## src/rtl/qp_sched_pkg.sv

```systemverilog
// ---------------------------------------------------------------------------
// qp_sched_pkg
// Shared definitions for the queue-pair WQE scheduler:
//   - scheduler FSM state encoding
//   - bit positions of the 116-bit WQE fields
//   - DCS register offsets and DCS target encodings
//   - helper functions for WQE validity and total transfer length
// ---------------------------------------------------------------------------
package qp_sched_pkg;

   localparam int WQE_W = 116;

   typedef enum logic [2:0] {
      IDLE = 3'd0,
      POP  = 3'd1,
      CAPT = 3'd2,
      WR0  = 3'd3,
      WR1  = 3'd4,
      WR2  = 3'd5,
      WR3  = 3'd6
   } state_t;

   // WQE field bit positions (MSB first)
   localparam int OPC_HI  = 115;
   localparam int OPC_LO  = 111;
   localparam int DN_HI   = 110;
   localparam int DN_LO   = 108;
   localparam int TID_HI  = 107;
   localparam int TID_LO  = 100;
   localparam int LEN0_HI = 99;
   localparam int LEN0_LO = 91;
   localparam int LEN1_HI = 90;
   localparam int LEN1_LO = 82;
   localparam int LEN2_HI = 81;
   localparam int LEN2_LO = 73;
   localparam int LEN3_HI = 72;
   localparam int LEN3_LO = 64;
   localparam int TBL_HI  = 63;
   localparam int TBL_LO  = 0;

   // DCS register offsets
   localparam logic [7:0] DCS_OFS_ADDR_LO  = 8'h00;
   localparam logic [7:0] DCS_OFS_ADDR_HI  = 8'h04;
   localparam logic [7:0] DCS_OFS_CTRL     = 8'h08;
   localparam logic [7:0] DCS_OFS_DOORBELL = 8'h0C;

   // DCS target encodings
   localparam logic DCS_RD = 1'b0;   // read DCS, serves SQ WQEs
   localparam logic DCS_WR = 1'b1;   // write DCS, serves RQ WQEs

   // Grant bit positions of the two-requester arbiter
   localparam int GNT_SQ = 0;
   localparam int GNT_RQ = 1;

   // A WQE carries between one and four data segments.
   function automatic logic wqe_dn_valid(input logic [2:0] dn);
      return (dn != 3'd0) && (dn <= 3'd4);
   endfunction

   // Sum of the first dataNum segment lengths; 4 x 511 fits in 11 bits.
   function automatic logic [10:0] wqe_total_len(input logic [WQE_W-1:0] wqe);
      logic [2:0]  dn;
      logic [10:0] sum;
      dn  = wqe[DN_HI:DN_LO];
      sum = 11'd0;
      sum = sum + ((dn >= 3'd1) ? {2'b00, wqe[LEN0_HI:LEN0_LO]} : 11'd0);
      sum = sum + ((dn >= 3'd2) ? {2'b00, wqe[LEN1_HI:LEN1_LO]} : 11'd0);
      sum = sum + ((dn >= 3'd3) ? {2'b00, wqe[LEN2_HI:LEN2_LO]} : 11'd0);
      sum = sum + ((dn >= 3'd4) ? {2'b00, wqe[LEN3_HI:LEN3_LO]} : 11'd0);
      return sum;
   endfunction

endpackage

```

## src/rtl/qp_rr_arb2.sv

```systemverilog
// ---------------------------------------------------------------------------
// qp_rr_arb2
// Two-requester round-robin arbiter. Bit 0 is the SQ, bit 1 the RQ.
// The last-grant register resets to RQ so that the SQ wins the first tie.
// Ports:
//   clock  in   core clock
//   reset  in   asynchronous active-low reset
//   req    in   [1:0] request vector
//   gnt    out  [1:0] one-hot grant (zero when nothing requests)
// ---------------------------------------------------------------------------
module qp_rr_arb2
   import qp_sched_pkg::*;
(
   input  logic       clock,
   input  logic       reset,
   input  logic [1:0] req,
   output logic [1:0] gnt
);

   logic last_rq_r;   // 1: RQ was granted last, 0: SQ was granted last

   // Grant selection: on a tie, favour the queue not granted last
   always_comb begin
      gnt = 2'b00;
      if (req == 2'b11) begin
         gnt = last_rq_r ? 2'b01 : 2'b10;
      end else begin
         gnt = req;
      end
   end

   // Last-grant history, updated on every grant
   always_ff @(posedge clock or negedge reset) begin
      if (!reset) begin
         last_rq_r <= 1'b1;
      end else if (gnt[GNT_SQ]) begin
         last_rq_r <= 1'b0;
      end else if (gnt[GNT_RQ]) begin
         last_rq_r <= 1'b1;
      end else begin
         last_rq_r <= last_rq_r;
      end
   end

endmodule

```

## src/rtl/qp_wqe_scheduler.sv

```systemverilog
// ---------------------------------------------------------------------------
// qp_wqe_scheduler
// Pulls WQEs from the Send and Receive work-queue FIFOs (round-robin), decodes
// them and programs the read DCS (SQ) or write DCS (RQ) with a fixed sequence
// of four Avalon-MM writes: table address low/high, control word, doorbell.
// Malformed WQEs (dataNum not 1..4) are dropped and counted.
// Ports:
//   clock, reset              core clock, asynchronous active-low reset
//   enable                    allow new WQEs to be started
//   SqEmpty/SqData/SqPop      SQ FIFO (data valid the cycle after the pop)
//   RqEmpty/RqData/RqPop      RQ FIFO (data valid the cycle after the pop)
//   Dcs*                      Avalon-MM master toward the DCS blocks
//   busy                      high whenever the FSM is not IDLE
//   sqIssued/rqIssued         wrapping counts of fully issued WQEs
//   errCount                  saturating count of dropped WQEs
// ---------------------------------------------------------------------------
module qp_wqe_scheduler
   import qp_sched_pkg::*;
#(
   parameter int NUM_WR = 4,
   parameter int CNT_W  = 16
) (
   input  logic               clock,
   input  logic               reset,
   input  logic               enable,
   input  logic               SqEmpty,
   input  logic [WQE_W-1:0]   SqData,
   output logic               SqPop,
   input  logic               RqEmpty,
   input  logic [WQE_W-1:0]   RqData,
   output logic               RqPop,
   output logic               DcsChipSelect,
   output logic               DcsWrite,
   output logic               DcsTarget,
   output logic [7:0]         DcsAddress,
   output logic [31:0]        DcsWriteData,
   output logic [3:0]         DcsByteEnable,
   input  logic               DcsWaitRequest,
   output logic               busy,
   output logic [CNT_W-1:0]   sqIssued,
   output logic [CNT_W-1:0]   rqIssued,
   output logic [7:0]         errCount
);

   // The write sequence is hard-wired to four registers.
   generate
      if (NUM_WR != 4) begin : g_num_wr_check
         $error("qp_wqe_scheduler supports NUM_WR = 4 only");
      end
   endgenerate

   state_t             state_r;
   state_t             state_s;
   logic [1:0]         req_s;
   logic [1:0]         gnt_s;
   logic               accept_s;
   logic [WQE_W-1:0]   cur_data_s;
   logic [WQE_W-1:0]   wqe_s;
   logic               valid_s;
   logic [10:0]        capt_len_s;
   logic [WQE_W-1:0]   wqe_r;
   logic [10:0]        tot_len_r;

   // registered outputs and their next values
   logic               sq_pop_r,  sq_pop_s;
   logic               rq_pop_r,  rq_pop_s;
   logic               cs_r,      cs_s;
   logic               tgt_r,     tgt_s;
   logic [7:0]         addr_r,    addr_s;
   logic [31:0]        wdata_r,   wdata_s;
   logic               busy_r;
   logic [CNT_W-1:0]   sq_cnt_r;
   logic [CNT_W-1:0]   rq_cnt_r;
   logic [7:0]         err_r;

   // Only an idle scheduler requests; the arbiter history then moves only on
   // grants that are actually taken.
   assign req_s = (state_r == IDLE) ? {~RqEmpty & enable, ~SqEmpty & enable} : 2'b00;

   qp_rr_arb2 u_arb (
      .clock (clock),
      .reset (reset),
      .req   (req_s),
      .gnt   (gnt_s)
   );

   // cs_r is set exactly in the WRn states, so this is "write accepted now".
   assign accept_s   = cs_r & ~DcsWaitRequest;

   // In CAPT the FIFO head is live; afterwards the captured copy is used.
   assign cur_data_s = (tgt_r == DCS_WR) ? RqData : SqData;
   assign wqe_s      = (state_r == CAPT) ? cur_data_s : wqe_r;
   assign valid_s    = wqe_dn_valid(wqe_s[DN_HI:DN_LO]);
   assign capt_len_s = wqe_total_len(wqe_s);

   // Next-state logic
   always_comb begin
      state_s = state_r;
      case (state_r)
         IDLE:    state_s = (gnt_s != 2'b00) ? POP : IDLE;
         POP:     state_s = CAPT;
         CAPT:    state_s = valid_s ? WR0 : IDLE;
         WR0:     state_s = accept_s ? WR1 : WR0;
         WR1:     state_s = accept_s ? WR2 : WR1;
         WR2:     state_s = accept_s ? WR3 : WR2;
         WR3:     state_s = accept_s ? IDLE : WR3;
         default: state_s = IDLE;
      endcase
   end

   // Next output values, derived from the state being entered so that the
   // outputs can be registered without adding latency.
   always_comb begin
      sq_pop_s = 1'b0;
      rq_pop_s = 1'b0;
      cs_s     = 1'b0;
      tgt_s    = tgt_r;
      addr_s   = 8'h00;
      wdata_s  = 32'h0000_0000;
      case (state_s)
         POP: begin
            sq_pop_s = gnt_s[GNT_SQ];
            rq_pop_s = gnt_s[GNT_RQ];
            tgt_s    = gnt_s[GNT_RQ] ? DCS_WR : DCS_RD;
         end
         WR0: begin
            cs_s    = 1'b1;
            addr_s  = DCS_OFS_ADDR_LO;
            wdata_s = wqe_s[31:0];
         end
         WR1: begin
            cs_s    = 1'b1;
            addr_s  = DCS_OFS_ADDR_HI;
            wdata_s = wqe_s[TBL_HI:32];
         end
         WR2: begin
            cs_s    = 1'b1;
            addr_s  = DCS_OFS_CTRL;
            wdata_s = {wqe_s[OPC_HI:OPC_LO], wqe_s[DN_HI:DN_LO],
                       wqe_s[TID_HI:TID_LO], 5'd0, tot_len_r};
         end
         WR3: begin
            cs_s    = 1'b1;
            addr_s  = DCS_OFS_DOORBELL;
            wdata_s = {24'd0, wqe_s[TID_HI:TID_LO]};
         end
         default: begin
            cs_s    = 1'b0;
         end
      endcase
   end

   // FSM state register
   always_ff @(posedge clock or negedge reset) begin
      if (!reset) begin
         state_r <= IDLE;
      end else begin
         state_r <= state_s;
      end
   end

   // WQE capture and total-length register, loaded once per WQE in CAPT
   always_ff @(posedge clock or negedge reset) begin
      if (!reset) begin
         wqe_r     <= {WQE_W{1'b0}};
         tot_len_r <= 11'd0;
      end else if (state_r == CAPT) begin
         wqe_r     <= cur_data_s;
         tot_len_r <= capt_len_s;
      end else begin
         wqe_r     <= wqe_r;
         tot_len_r <= tot_len_r;
      end
   end

   // Output registers
   always_ff @(posedge clock or negedge reset) begin
      if (!reset) begin
         sq_pop_r <= 1'b0;
         rq_pop_r <= 1'b0;
         cs_r     <= 1'b0;
         tgt_r    <= DCS_RD;
         addr_r   <= 8'h00;
         wdata_r  <= 32'h0000_0000;
         busy_r   <= 1'b0;
      end else begin
         sq_pop_r <= sq_pop_s;
         rq_pop_r <= rq_pop_s;
         cs_r     <= cs_s;
         tgt_r    <= tgt_s;
         addr_r   <= addr_s;
         wdata_r  <= wdata_s;
         busy_r   <= (state_s != IDLE);
      end
   end

   // Issued counters (wrapping) and drop counter (saturating)
   always_ff @(posedge clock or negedge reset) begin
      if (!reset) begin
         sq_cnt_r <= {CNT_W{1'b0}};
         rq_cnt_r <= {CNT_W{1'b0}};
         err_r    <= 8'h00;
      end else begin
         if ((state_r == WR3) && accept_s && (tgt_r == DCS_RD)) begin
            sq_cnt_r <= sq_cnt_r + {{(CNT_W-1){1'b0}}, 1'b1};
         end else begin
            sq_cnt_r <= sq_cnt_r;
         end
         if ((state_r == WR3) && accept_s && (tgt_r == DCS_WR)) begin
            rq_cnt_r <= rq_cnt_r + {{(CNT_W-1){1'b0}}, 1'b1};
         end else begin
            rq_cnt_r <= rq_cnt_r;
         end
         if ((state_r == CAPT) && !valid_s && (err_r != 8'hff)) begin
            err_r <= err_r + 8'd1;
         end else begin
            err_r <= err_r;
         end
      end
   end

   assign SqPop         = sq_pop_r;
   assign RqPop         = rq_pop_r;
   assign DcsChipSelect = cs_r;
   assign DcsWrite      = cs_r;
   assign DcsTarget     = tgt_r;
   assign DcsAddress    = addr_r;
   assign DcsWriteData  = wdata_r;
   assign DcsByteEnable = 4'hf;
   assign busy          = busy_r;
   assign sqIssued      = sq_cnt_r;
   assign rqIssued      = rq_cnt_r;
   assign errCount      = err_r;

endmodule

```

## config.mk

```make
export PLATFORM = sky130hd
export DESIGN_NAME = qp_wqe_scheduler
export DESIGN_NICKNAME = d
export VERILOG_FILES = /design/src/rtl/qp_sched_pkg.sv /design/src/rtl/qp_rr_arb2.sv /design/src/rtl/qp_wqe_scheduler.sv
export SDC_FILE = /design/constraint.sdc
export NUM_CORES = 1
export LEC_CHECK = 0
export CAP_MARGIN = 20
export CELL_PAD_IN_SITES_DETAIL_PLACEMENT = 2
export CELL_PAD_IN_SITES_GLOBAL_PLACEMENT = 2
export CORE_AREA = 2 2 191 193
export DETAILED_ROUTE_END_ITERATION = 6
export DIE_AREA = 0 0 193 195
export PLACE_DENSITY_LB_ADDON = 0.08
export SLEW_MARGIN = 20
export SYNTH_ARGS = -nofsm -noshare
export SYNTH_HDL_FRONTEND = slang
export SYNTH_SLANG_ARGS = --single-unit
```

## constraint.sdc

```tcl
create_clock -name clock -period 7.5 [get_ports clock]
set_input_delay 2.25 -clock clock [delete_from_list [all_inputs] [get_ports clock]]
set_output_delay 2.25 -clock clock [all_outputs]
set_load 0.03 [all_outputs]
```

## Word-level counts from Yosys, hierarchy flattened

Index checks and enable logic that the tools add are counted.

- Input bits: 238
- Output and inout port bits: 90
- Flip-flop bits (word level): 216
- Logic and storage cells: 81

- Bitwise gates (word level): 7
- Order comparisons: 5
- Reductions and logical operators: 12
- $add $sub $neg: 6
- Equality and inequality tests: 13
- Muxes and demuxes: 24

Operators by type and width:

| cell | count |
|---|---|
| 116-bit two-way mux | 2 |
| 32-bit case mux with 4 select lines | 1 |
| 9-bit two-way mux | 4 |
| 16-bit by 1-bit adder with 16-bit output (second input constant) | 2 |
| 3-bit case mux with 7 select lines | 1 |
| 3-bit equality test (second input constant) | 6 |
| 4-bit case mux with 3 select lines | 1 |
| 10-bit by 9-bit adder with 11-bit output | 1 |
| 11-bit by 9-bit adder with 11-bit output | 1 |
| 9-bit by 9-bit adder with 10-bit output | 1 |
| 2-bit two-way mux | 5 |
| 3-bit by 2-bit equality test with 1-bit output (second input constant) | 3 |
| 8-bit by 1-bit adder with 8-bit output (second input constant) | 1 |
| 1-bit two-way mux | 8 |
| 8-bit != test (second input constant) | 1 |
| 3-bit by 1-bit equality test with 1-bit output (second input constant) | 2 |
| 3-bit by 2-bit >= comparator with 1-bit output (second input constant) | 2 |
| 1-bit logical AND | 6 |
| 3-bit two-way mux | 2 |
| 3-bit nonzero test | 2 |
| 1-bit NOT | 4 |
| 4-bit OR reduction | 1 |
| 1-bit AND | 3 |
| 3-bit by 1-bit >= comparator with 1-bit output (second input constant) | 1 |
| 6 further kinds | 6 |

## Longest topological paths before layout

Gate-level depths: netlist of run 1.

- Depth in word-level cells: 11
- Depth in mapped cells: 19

## Hierarchy

From an unflattened synthesis of run 1, not the netlist that was laid out.

- Cell total of the unflattened synthesis: 1123
- Area total of the unflattened synthesis: 11023.1 um^2

By module, submodules not included:

| module | times used | cells an instance | area each (um^2) |
|---|---|---|---|
| qp_wqe_scheduler | 1 | 1117 | 10969.3 |
| qp_rr_arb2 | 1 | 6 | 53.8 |

## Worst setup path before layout of run 1

OpenSTA, ideal clock, no wires.

- Kind: input port to flip-flop
- From: input port SqData[110]
- To: register tot_len_r[9]
- Slack: 1.602 ns
- Buffers on the path: 0
- Arrival time: 5.803 ns
- Stages: 17
- Library setup time: 0.095 ns
- Path through: or4_4 > o41ai_4 > nand2_1 > o41ai_1 > nor2b_1 > fa_1 > inv_1 > fa_1 > inv_1 > ha_1 > inv_1 > fa_1 > nor2b_1 > o31a_1 > o211a_1 > o21a_1 > o31ai_1

- Cells in the longest elaborated chain, start to end: 7

Ends and longest elaborated chain:

| what | line | text |
|---|---|---|
| start, declared | qp_wqe_scheduler.sv:27 | `input logic [WQE_W-1:0] SqData,` |
| 116-bit two-way mux (*) | qp_wqe_scheduler.sv:91 | `assign cur_data_s = (tgt_r == DCS_WR) ? RqData : SqData;` |
| 116-bit two-way mux (*) | -- |  |
| 3-bit by 1-bit >= comparator with 1-bit output or 3-bit by 2-bit >= comparator with 1-bit output (tied branches) | qp_sched_pkg.sv:66, qp_sched_pkg.sv:67 |  |
| 9-bit two-way mux (on tied branches) | qp_sched_pkg.sv:66, qp_sched_pkg.sv:67 |  |
| 9-bit by 9-bit adder with 10-bit output | qp_sched_pkg.sv:67 | `sum = sum + ((dn >= 3'd2) ? {2'b00, wqe[LEN1_HI:LEN1_LO]} : 11'd0);` |
| 10-bit by 9-bit adder with 11-bit output | qp_sched_pkg.sv:68 | `sum = sum + ((dn >= 3'd3) ? {2'b00, wqe[LEN2_HI:LEN2_LO]} : 11'd0);` |
| 11-bit by 9-bit adder with 11-bit output (*) | qp_sched_pkg.sv:69 | `sum = sum + ((dn >= 3'd4) ? {2'b00, wqe[LEN3_HI:LEN3_LO]} : 11'd0);` |
| end signal, assigned | qp_wqe_scheduler.sv:169 | `tot_len_r <= capt_len_s;` |
| end signal, assigned | qp_wqe_scheduler.sv:172 | `tot_len_r <= tot_len_r;` |
| end, declared | qp_wqe_scheduler.sv:62 | `logic [10:0] tot_len_r;` |

Mark *: on every way between the ends. The rest lies on a longest branch, timed or not.
A chain may end at the register's enable or synchronous reset.

## Worst setup path in the final report of run 1

Same ends and word-level chain as after synthesis.

==> run_results.csv, run 1 <==
group,metric,value,unit
drt,viasPerCell,5.00,
sta,maxSlewViolCount,0,
layout,fin_util,43.6,%
clocking,cts_sinks,210,
logic_synthesis,postSynthAreaPerCell,10.2,um^2
grt,grt_pass1_vias,10048,
sta,setup_violations,0,
logic_synthesis,syn_area,0.0110,mm^2
logic_synthesis,syn_inst,1077,
critical_path,arrival,6820,ps
placed_design,hpwl,26000,um
logic_synthesis,synthTopCellsByArea,"dfrtp_1, mux2i_1, a21oi_1, nor2_1, fa_1",
sta,min_period_over_period,85.3,%
critical_path,crit_required,7920,ps
placed_design,dp_cells,1799,
sta,whs,465,ps
power,seqPwrFrac,22.6,%
drt,drtIter0Drc,372,
sta,fmax,0.156,GHz
sta,relSlewSlack,27.9,%
clocking,numCtsBuffers,26,
worst_hold_path,holdPathStages,1,
critical_path,crit_buf_inv,5,
layout,final_cell_count_no_fill,1846,
logic_synthesis,ys_ff_latch,210,
clocking,h-tree-depth,1,
layout,final_nets,1635,
power,clkPwrFrac,15.6,%
critical_path,worstPathCellList,"clkdlybuf4s50_1, nand2b_1, a21boi_0, o21ai_0, a21oi_1, buf_4, nor2b_1, fa_1, inv_1, fa_1, inv_1, ha_1, inv_1, fa_1, nor2b_1, o31a_1, o211a_1, o21a_1, o31ai_1",
floorplan,rows,69,
power,p_sw_share,45.5,%
grt,grt_pass1_wl,56100,um
power,p_leak,6.82,nW
power,switchingPower,3.89,mW
grt,grt_max_degree,163,
layout,drive_above_1_share,6.06,%
sta,fin_skew,19.0,ps
drt,firstDrtPassIters,5,
clocking,clock_latency,540,ps
critical_path,reg2reg_depth,17,
drt,postRouteAntennaNets,0,
flow_run,drv_cap,0,
floorplan,start_util,30.9,%
floorplan,pin_count,328,
sta,rsz0062_at_grt,"no",
critical_path,critPathKind,"in -> reg",
drt,num_vias,9222,
critical_path,r2r_start,"state_r[2]$_DFF_PN0_",
clocking,clock_path_buffers,3,
worst_hold_path,hold_path.class,"reg -> reg",
floorplan,fp.dieW,193,um
sta,period_needed,6400,ps
logic_synthesis,yosysUniqueCellTypes,61,
critical_path,r2r_end,"tot_len_r[9]$_DFFE_PN0N_",
drt,route.detailed.drc,0,
power,p_int,4.66,mW
logic_synthesis,ys_warn_count,0,
layout,layout-area-overhead-vs-synth,40.8,%
worst_hold_path,hold_path_end,"sqIssued[15]$_DFFE_PN0P_",
sta,fin_ws,1100,ps
power,pwr_density_cell,554,mW/mm^2
grt,grt_usage,19.0,%
drt,wire_per_inst,19.4,um
layout,diodes,0,
logic_synthesis,async_flop_share,100,%
clocking,cts_tree,"yes",
grt,grt_overflow,0,
critical_path,end_kind,"register",
power,peakVddDrop,445,uV
floorplan,dieArea,0.0376,mm^2
grt,antenna_found_initial,0,
logic_synthesis,ys_seq_area_share,48.0,%
outcome,outcome,"finished, final reports clean",
clocking,clock-root-buffer,"clkbuf_16",
placed_design,io_buffers,317,
power,power.total,8.55,mW
clocking,path_clk_slew,60,ps
clocking,post_cts_buffers,0,
power,pwr-share-comb,61.8,%
logic_synthesis,synth_edf_count,0,
critical_path,cpPeakStageDelay,650,ps
logic_synthesis,synth_top_area_cell,"dfrtp_1",
sta,hold_viol,0,
sta,tightest_slew,1070,ps
critical_path,crit_family,"compound AO/OA/AOI/OAI gates",
floorplan,dieHeight,195,um
critical_path,cp_slowest_cell,"a21boi_0",
drt,postRouteWirelength,35900,um
clocking,hold_buffers,0,
placed_design,gp_congestion,0.751,
critical_path,path_max_fanout,9,
placed_design,place_area,0.0145,mm^2
critical_path,startpoint_type,"input pin",
placed_design,dp_slack,694,ps
critical_path,r2r_slack,2040,ps
floorplan,core_area,0.0354,mm^2
clocking,ctsResizeCount,0,
worst_hold_path,holdCritStartpoint,"sqIssued[15]$_DFFE_PN0P_",
sta,fin_tns_setup,0,ps
layout,fin_area,0.0154,mm^2
logic_synthesis,synth_top_area_share,47.7,%
logic_synthesis,synth_ff_type,"dfrtp_1",
-- layout make-up --
type	instances	area, um^2
Timing Repair Buffer	327	3270
Fill cell	3791	20000
Tap cell	461	577
Clock buffer	38	796
Sequential cell	210	5260
Clock inverter	9	136
Multi-Input combinational cell	763	5240
Inverter	38	143
-- worst reg2reg max path: cells and delay by family (launching register included) --
family,cells,cell delay (ps)
adder cells (fa/ha/maj),4,1510
AND/OR/NAND/NOR,4,1270
buffers and inverters,4,730
AO/OA/AOI/OAI,5,1160
flip-flops,1,670
-- how the worst max path moves through the flow --
stage                start                        to  slack (ps)  cells after the start
6_report       SqData[110]  tot_len_r[9]$_DFFE_PN0N_        1100                     19
5_1_grt        SqData[110]  tot_len_r[9]$_DFFE_PN0N_         810                     19
4_1_cts        SqData[110]  tot_len_r[9]$_DFFE_PN0N_        1150                     19
3_5_place_dp   SqData[110]  tot_len_r[9]$_DFFE_PN0N_         690                     19
3_3_place_gp   SqData[110]  tot_len_r[9]$_DFFE_PN0N_         900                     19
2_1_floorplan  SqData[110]  tot_len_r[9]$_DFFE_PN0N_        1600                     17
-- placed cells by master (no fill, tap or decap), types with 8 or more instances in the layout --
cell type	instances
a21oi_1	133
a221o_1	21
a22o_1	8
a22oi_1	11
a32o_1	9
buf_4	9
clkbuf_16	26
clkbuf_8	10
clkdlybuf4s50_1	316
conb_1	10
dfrtp_1	208
fa_1	18
ha_1	13
inv_1	37
mux2i_1	119
nand2_1	58
nand2b_1	9
nand3_1	24
nand4_1	8
nor2_1	147
nor2b_1	27
nor3_1	13
o21ai_0	18
xnor2_1	24
xor2_1	16
-- power groups by stage --
stage / combinational (mW) / sequential [mW] / clock (mW)
6_report: 5.28 / 1.93 / 1.34
4_1_cts: 5.41 / 1.94 / 1.39
5_1_grt: 6.07 / 1.99 / 1.43
3_3_place_gp: 5.18 / 1.93 / 0
2_1_floorplan: 3.79 / 1.98 / 0
3_5_place_dp: 5.35 / 1.95 / 0
-- logic make-up (layout without fill, tap and decap cells) --
| family | Yosys count | in the layout | synth area share, % |
|---|---|---|---|
| flops | 210 | 210 | 48.0 |
| xor+xnor | 40 | 40 | 3.20 |
| compound gates | 244 | 244 | 14.5 |
| other cells | 2 | 10 | 0.0686 |
| mux | 124 | 124 | 11.4 |
| buf+inv | 112 | 412 | 4.77 |
| fa+ha+maj | 31 | 31 | 4.78 |
| simple gates | 314 | 314 | 13.3 |
-- layer usage --
| metal | track usage, % | part of all wire (%) |
|---|---|---|
| met5 | 0 | 0 |
| met4 | 3.82 | 1.8 |
| met3 | 2.70 | 4.6 |
| met2 | 33.7 | 51 |
| met1 | 24.6 | 43 |
-- sequential cells by signal (all words and copies together), names as in the netlist --
name / count
DcsAddress: 2
DcsChipSelect: 1
DcsTarget: 1
DcsWriteData: 32
RqPop: 1
SqPop: 1
busy: 1
errCount: 8
rqIssued: 16
sqIssued: 16
state_r: 3
tot_len_r: 11
u_arb.last_rq_r: 1
wqe_r: 116
-- Yosys cell counts, drive strengths merged (2+ instances only) --
master,instances
dfrtp,209
nor2,148
a21oi,134
mux2i,119
nand2,58
buf,54
inv,38
nor2b,28
nand3,24
xnor2,24
a221o,21
clkbuf,20
o21ai,19
fa,18
xor2,16
ha,13
nor3,13
a22oi,11
a32o,9
nand2b,9
a22o,8
nand4,8
o21a,7
a21o,5
and2,5
and4,5
mux2,5
o31ai,5
a211oi,4
and3,4
a21bo,3
a222oi,3
nand3b,3
o211ai,3
a31o,2
conb,2
nor4,2
o211a,2
o41ai,2
or2,2
or3,2
Power figures use the tool's default switching activity.
==> inputs of run 2 (changes only) <==
- SETUP_SLACK_MARGIN: unset -> 0.1
==> results of run 2 <==
No change in the layout: final DEF, timing and power equal those of run 1.
==> inputs of run 3 (changes only) <==
- CORE_AREA: 2 2 191 193 -> 2 2 198 200
- DIE_AREA: 0 0 193 195 -> 0 0 200 202
- clock period: 7.5 -> 7 ns (I/O delays scaled with it)
==> run 3 against run 2 <==
  * Non-clock buffer count up 1
  * First-iteration DRC count rose by 12%
  * Combinational power grew 7.2%
  * Via count decreased by 0.36%
  * Final area barely moved
  * Final cell count is 3.2% higher
  * Critical path depth did not move
  * Power is 6.9% higher
  * Flip-flop and latch count unchanged
  * Critical path type unchanged
  * Critical endpoint unchanged
  * Largest power group unchanged
==> run_results.csv, run 3 (synthesis results as in run 1) <==
group,metric,value,unit
drt,num_vias,9189,
clocking,cts_sinks,210,
sta,setup_violations,0,
grt,grt_max_degree,168,
sta,fin_skew,16.3,ps
power,peakVddDrop,430,uV
floorplan,core_area,0.0383,mm^2
placed_design,gp_congestion,0.749,
worst_hold_path,hold_path.class,"reg -> reg",
clocking,clock_latency,540,ps
sta,relSlewSlack,33.6,%
clocking,path_clk_slew,60,ps
grt,antenna_found_initial,0,
critical_path,crit_family,"compound AO/OA/AOI/OAI gates",
critical_path,crit_buf_inv,5,
sta,hold_viol,0,
sta,tightest_slew,986,ps
layout,diodes,0,
layout,largest_register_ffs,116,
critical_path,worstPathCellList,"clkdlybuf4s50_1, nand2b_1, a21boi_0, o21ai_0, a21oi_1, buf_4, nor2b_1, fa_1, inv_1, fa_1, inv_1, ha_1, inv_1, fa_1, nor2b_1, o31a_1, o211a_1, o21a_1, o31ai_1",
power,p_leak,6.78,nW
layout,final_cell_mix,"clkdlybuf4s50_1, dfrtp_1, nor2_1, a21oi_1, mux2i_1",
power,pwr-share-comb,62.0,%
drt,viasPerCell,4.82,
drt,postRouteAntennaNets,0,
sta,maxSlewViolCount,0,
critical_path,critPathKind,"in -> reg",
floorplan,start_util,28.6,%
clocking,hold_buffers,0,
drt,wire_per_inst,19.0,um
layout,final_common_cell,"clkdlybuf4s50_1",
clocking,clock-root-buffer,"clkbuf_16",
sta,fin_tns_setup,0,ps
floorplan,rows,72,
drt,drtIter0Drc,416,
sta,fmax,0.165,GHz
flow_run,drv_cap,0,
grt,grt_overflow,0,
drt,route.detailed.drc,0,
sta,min_period_over_period,86.6,%
grt,grt_pass1_vias,10116,
layout,layout-area-overhead-vs-synth,40.8,%
power,clkPwrFrac,14.9,%
floorplan,dieHeight,202,um
critical_path,arrival,6510,ps
power,power.total,9.13,mW
floorplan,pin_count,328,
outcome,outcome,"finished, final reports clean",
clocking,numCtsBuffers,26,
critical_path,cpPeakStageDelay,580,ps
power,pwr_density_cell,592,mW/mm^2
placed_design,io_buffers,317,
power,p_sw_share,45.9,%
sta,fin_ws,935,ps
power,seqPwrFrac,23.1,%
critical_path,startpoint_type,"input pin",
floorplan,dieArea,0.0404,mm^2
layout,drive_above_1_share,5.70,%
floorplan,fp.dieW,200,um
clocking,h-tree-depth,1,
clocking,post_cts_buffers,0,
drt,postRouteWirelength,36300,um
layout,top_register,"wqe_r",
sta,rsz0062_at_grt,"no",
clocking,cts_tree,"yes",
placed_design,hpwl,26800,um
critical_path,path_max_fanout,9,
layout,final_nets,1636,
critical_path,cp_slowest_cell,"a21boi_0",
sta,period_needed,6060,ps
clocking,clock_path_buffers,3,
grt,grt_pass1_wl,56800,um
power,p_int,4.94,mW
power,switchingPower,4.19,mW
drt,firstDrtPassIters,4,
critical_path,crit_required,7440,ps
placed_design,dp_slack,378,ps
grt,grt_usage,17.9,%
clocking,ctsResizeCount,0,
layout,fill_cells,4092,
critical_path,end_kind,"register",
-- run 3: per-layer routing --
layer	track usage, %	up-vias	part of all wire, %
met4	3.17	0	1.5
li1	-	4326	-
met2	32.1	177	51
met3	2.55	34	4.0
met1	23.1	4652	43
met5	0	-	0
-- run 3: path summary, 6_finish.rpt --
kind	from	endpoint	slack, ps	cells after the start
worst max-delay path	SqData[110]	tot_len_r[9]$_DFFE_PN0N_	940	19
worst min-delay path	sqIssued[15]$_DFFE_PN0P_	sqIssued[15]$_DFFE_PN0P_	460	1
worst max register to register	DcsTarget$_DFFE_PN0N_	tot_len_r[9]$_DFFE_PN0N_	1840	18
worst min register to register	sqIssued[15]$_DFFE_PN0P_	sqIssued[15]$_DFFE_PN0P_	460	1
max in group asynchronous	reset	DcsWriteData[31]$_DFF_PN0_	4100	2
min in group asynchronous	reset	errCount[0]$_DFFE_PN0P_	1590	1
-- run 3: area by class of cell --
| class | instances | area [um^2] | area share [%] |
|---|---|---|---|
| clock buffers | 44 | 778 | 5.05 |
| inverters | 38 | 143 | 0.925 |
| well taps | 518 | 648 | 4.20 |
| multi-input cells | 763 | 5240 | 34.0 |
| clock inverters | 4 | 81.3 | 0.527 |
| repair buffers | 328 | 3270 | 21.2 |
| flip-flops and latches | 210 | 5260 | 34.1 |
-- run 3: power groups by stage --
stage	Sequential, mW	Clock, mW	Combinational [mW]
floorplan	2.12	0	4.06
detailed placement	2.14	0	5.79
finish	2.11	1.36	5.66
global placement	2.12	0	5.57
global route	2.18	1.46	6.51
CTS	2.12	1.41	5.83
-- run 3: metrics by stage --
step	instance area [um^2]	hold slack, ps	util (%)	std cells
5_1_grt	15400	497	40.3	1905
4_1_cts	15400	468	40.3	1905
3_3_place_gp	14600	457	38.0	1857
2_1_floorplan	11000	446	-	1085
3_5_place_dp	14600	459	38.0	1857
6_report	15400	461	40.3	1905
==> patch 1 (flow settings as in run 3) <==
Re-encode `state_t` (7 states) as one-hot, 7 bits wide.
--- a/src/rtl/qp_sched_pkg.sv
+++ b/src/rtl/qp_sched_pkg.sv
@@ -12,10 +12,10 @@
 
-   typedef enum logic [2:0] {
-      IDLE = 3'd0,
-      POP  = 3'd1,
-      CAPT = 3'd2,
-      WR0  = 3'd3,
-      WR1  = 3'd4,
-      WR2  = 3'd5,
-      WR3  = 3'd6
+   typedef enum logic [6:0] {
+      IDLE = 7'b0000001,
+      POP  = 7'b0000010,
+      CAPT = 7'b0000100,
+      WR0  = 7'b0001000,
+      WR1  = 7'b0010000,
+      WR2  = 7'b0100000,
+      WR3  = 7'b1000000
    } state_t;
Behaviour: no difference found for any inputs over 4 cycles, from zero or initial values and one cycle with reset low; so few cycles prove little.
==> patch 1 against run 3 <==
Critical path depth shrank 4; non-clock buffer count grew 3; area after synthesis grew 1.5%; routed wire length rose by 3.2%; critical path type unchanged; final area is 1.9% higher; total power shrank 24%; setup slack gained 430 ps; sequential cell count is 4 higher; critical endpoint is now tot_len_r[8]; global-route usage rose by 0.66 points.
==> patch 1: results (changes against run 3) <==
- Outcome: finished clean
- Compound-Gate Fraction of Synth Area: 12.9% (-1.6 points)
- Reg power frac: 26.7% (+3.6 points)
- # fillers: 3999 (-2.3%)
- Area contributors post-synth: dfrtp_1 (48%), mux2i_1 (8.2%), mux2_2 (4.8%)
- Slew headroom: 31.9% (-1.7 points)
- Largest net degree at the start of global routing: 103 (-39%)
- Post-synthesis cell type count: 65 (+6.6%)
- Leak: 7.04 nW (+3.9%)
- Post-synth top cells: dfrtp_1 (212), nand2_1 (132), mux2i_1 (91)
- Layout cells sized above 1: 9.45% (+3.8 points)
- CTS Buf Count: 27 (+3.8%)
- XOR/XNOR share of the synthesized area: 3.23% (+0.031 points)
- Post-placement cell count: 1825 (-1.7%)
- Worst Skew: 8.91 ps (-7.43 ps)
- Synthesized-area fraction occupied by adder cells: 4.70% (-0.071 points)
- First-pass GRT wire length: 58.1 mm (+2.4%)
- DR vias: 8933 (-2.8%)
- Post-route non-filler standard cell count: 1873 (-1.7%)
- Combinational Power Share: 52.7% (-9.3 points)
- DP HPWL: 28.3 mm (+5.6%)
- Drt wl/cell: 20.0 µm (+4.9%)
- CP top delay family: adder cells
- Initial DRC count: 245 (-41%)
- Register area share after synthesis: 48.2% (+0.19 points)
- Crit path DAT: 6020 ps (-490 ps)
- Worst R2R Path Depth: 16 (-2)
- P_int: 4.11 mW (-17%)
- Comb power: 3.68 mW (-35%)
- Mapped Cells: 1034 (-4.0%)
- Worst hold path class: flop to flop
- DP Area: 14800 µm² (+1.6%)
- Gr usage total: 18.6% (+0.66 points)
- Worst path slowest cell: fa_1
- Peak supply drop: 307 µV (-29%)
- Mux contribution to synthesized area: 13.9% (+2.5 points)
- FF/Latch Area: 5360 µm² (+1.9%)
- Vias in the first global route: 9834 (-2.8%)
- Placer Congestion: 0.779 (+4.0%)
==> patch 1: cell count changes in the layout (fill, tap and decap cells not counted), moves of 13 or more <==
| cell | delta |
|---|---|
| o21a_1 | +31 |
| o21ai_0 | +56 |
| nor2_1 | -130 |
| o21ai_1 | +13 |
| nand2_1 | +74 |
| a21oi_1 | -123 |
| mux2_2 | +42 |
| mux2i_1 | -28 |
==> patch 1: logic make-up after synthesis <==
family / after synthesis
other: 2
buffers and inverters: 113
muxes: 147
xor gates and xnor gates: 41
AOI/OAI and AO/OA: 214
DFF: 214
and+or+nand+nor: 272
adders and majority gates: 31
==> patch 1: worst reg2reg max path, cell delays in order, from the launching register on <==
cell and delay [ps]:
dfrtp_1 470, or3_1 500, nand4bb_4 780, buf_4 520
nand2_1 80, o21ai_0 110, nor2b_1 170, fa_1 550
inv_1 60, fa_1 530, inv_1 40, ha_1 260
or2_2 340, or3_1 310, o22ai_1 160, xor2_1 160
o21ai_0 90
==> patch 1: final timing paths <==
check                              from  slack, ps                to
min in group asynchronous         reset       1600  DcsWriteData[21]
min                        rqIssued[15]        470      rqIssued[15]
min reg2reg                rqIssued[15]        470      rqIssued[15]
max in group asynchronous         reset       4180        wqe_r[100]
max reg2reg                  state_r[6]       1730      tot_len_r[9]
max                         RqData[109]       1360      tot_len_r[8]
==> patch 1: area by class of cell <==
cell class | instances | share of cell area, %
Clock inverter | 10 | 0.836
Tap cell | 518 | 4.12
Sequential cell | 214 | 34.1
Inverter | 47 | 1.12
Multi-Input combinational cell | 715 | 33.9
Clock buffer | 38 | 5.01
Timing Repair Buffer | 331 | 20.9
==> patch 1: per-layer routing <==
layer	global-route usage, %	part of all wire, %	vias up
met1	23.6	43	4485
met4	3.57	1.6	0
met5	0	0	-
li1	-	-	4224
met2	33.8	51	188
met3	2.44	4.4	36
==> patch 2 (config.mk and constraints of run 3) <==
Without the edit above. Register the output `errCount` once more; this adds one clock of latency there. The other outputs are not delayed to match.
--- a/src/rtl/qp_wqe_scheduler.sv
+++ b/src/rtl/qp_wqe_scheduler.sv
@@ -232,3 +232,5 @@
    assign rqIssued      = rq_cnt_r;
-   assign errCount      = err_r;
+   always_ff @(posedge clock) begin
+      errCount <= err_r;
+   end
 
Check against the original RTL: not equivalent (Yosys sat finds a counterexample within 4 cycles, from zero or initial values and one cycle with reset low).
==> patch 2 against run 3 <==
Final area grew 1.1%; total power is essentially flat; first-iteration DRC count shrank 44%; routed wire length grew 0.99%; area after synthesis grew 1.5%; setup slack lost 230 ps; sequential share of layout area grew 0.65 points; via count grew 1.3%; utilization grew 0.44 points; sequential cell count grew 8.
==> patch 2: results (changes against run 3) <==
- Outcome: finished clean
- Worst path max stage delay: 620 ps (+40 ps)
- Critical-path maximum fanout: 5 (-4)
- Total wire length: 36.6 mm (+0.99%)
- H-tree lvl count: 1 (unchanged)
- YS warnings: 0 (unchanged)
- Leak: 6.86 nW (+1.2%)
- Post-placement cell count: 1868 (+0.59%)
- CTS Buffer Depth: 3 (unchanged)
- Asr flop ratio synth: 96.3% (-3.7 points)
- Hold path start: err_r[7]
- Hold Path Sink: errCount[7]
- R2R setup slack: 2070 ps (+230 ps)
- M2 GR Usage: 32.9% (+0.77 points)
- DR vias/cell: 4.86 (+0.68%)
- Initial DRC count: 232 (-44%)
- Post-synth top cells: dfrtp_1 (209), nor2_1 (147), a21oi_1 (133)
- M3 GR Usage: 2.65% (+0.10 points)
- Worst-Margin Slew: 1090 ps (+108 ps)
- DP HPWL: 27.3 mm (+2.1%)
- CTS Buf Count: 27 (+3.8%)
- Mean Syn Cell Area: 10.2 µm² (+0.71%)
- Worst Skew: 26.8 ps (+10.5 ps)
- Met1 GRT Util: 22.7% (-0.38 points)
- Largest net degree at the start of global routing: 102 (-39%)
- Register area share after synthesis: 48.7% (+0.75 points)
- Worst R2R Path Depth: 17 (-1)
- Gr usage total: 18.1% (+0.12 points)
- Cells on Worst Hold Path: 0 (-1)
- Layout cells sized above 1: 6.01% (+0.31 points)
- First-pass GRT wire length: 57.0 mm (+0.34%)
- WHS: 429 ps (-31.9 ps)
- Crit path DAT: 6730 ps (+220 ps)
- Vias in the first global route: 10200 (+1.1%)
- Peak supply drop: 519 µV (+21%)
- Post-synthesis cell type count: 62 (+1.6%)
- Placer Congestion: 0.765 (+2.1%)
- Drt wl/cell: 19.1 µm (+0.41%)
- Area contributors post-synth: dfrtp_1 (47%), mux2i_1 (11%), a21oi_1 (6.0%)
- # fillers: 4071 (-0.51%)
- Nets@finish: 1648 (+0.73%)
==> patch 2: changes by cell type in the layout (fill, tap and decap cells not counted), sizes merged <==
cell	before	now
clkbuf	44	41
bufinv	2	1
clkinv	2	4
clkinvlp	0	2
dfxtp	0	8
buf	12	15
==> patch 2: cells by family after synthesis <==
group | count (synthesis) | synth area share [%]
buffers and inverters | 112 | 4.71
XOR/XNOR | 40 | 3.15
other | 2 | 0.0676
flip-flops | 218 | 48.7
AND/OR/NAND/NOR | 314 | 13.1
multiplexers | 124 | 11.2
adder cells (fa/ha/maj) | 31 | 4.71
AO/OA/AOI/OAI | 244 | 14.3
==> patch 2: power by group <==
group / internal, mW / switching (mW) / total (mW)
combinational: 2.38 / 3.29 / 5.67
sequential: 1.79 / 0.325 / 2.11
clock: 0.817 / 0.543 / 1.36
total: 4.98 / 4.16 / 9.14
==> patch 2: per-stage QoR <==
stage	instance area [µm²]	setup slack, ps
global route	15600	458
finish	15600	708
floorplan	11100	1250
global placement	14700	380
detailed placement	14700	212
CTS	15600	748
==> patch 2: final cells by class <==
type	instances	area, µm²	share of cell area, %
Sequential cell	218	5420	34.8
Inverter	38	143	0.915
Tap cell	518	648	4.16
Multi-Input combinational cell	763	5240	33.6
Timing Repair Buffer	331	3280	21.1
Clock buffer	41	798	5.12
Clock inverter	7	65.1	0.417
==> patch 2: worst max path at each step <==
stage                      from      endpoint  slack (ps)  cells after the start
global placement    RqData[110]  tot_len_r[9]         380                     17
CTS                 SqData[110]  tot_len_r[8]         750                     16
floorplan           SqData[110]  tot_len_r[9]        1250                     17
detailed placement  SqData[110]  tot_len_r[8]         210                     16
global route        SqData[110]  tot_len_r[8]         460                     16
finish              SqData[110]  tot_len_r[9]         710                     18
==> patch 2: metal layers <==
layer	up-vias	part of all wire [%]
li1	4367	-
met1	4723	43
met2	186	52
met3	29	4.4
met4	0	1.5
met5	-	0
==> patch 2: worst max-delay path: cells and delay by family <==
family | cells | cell delay [ps]
buffers and inverters | 4 | 590
AOI/OAI and AO/OA | 7 | 2280
adders and majority gates | 4 | 1450
and+or+nand+nor | 3 | 310
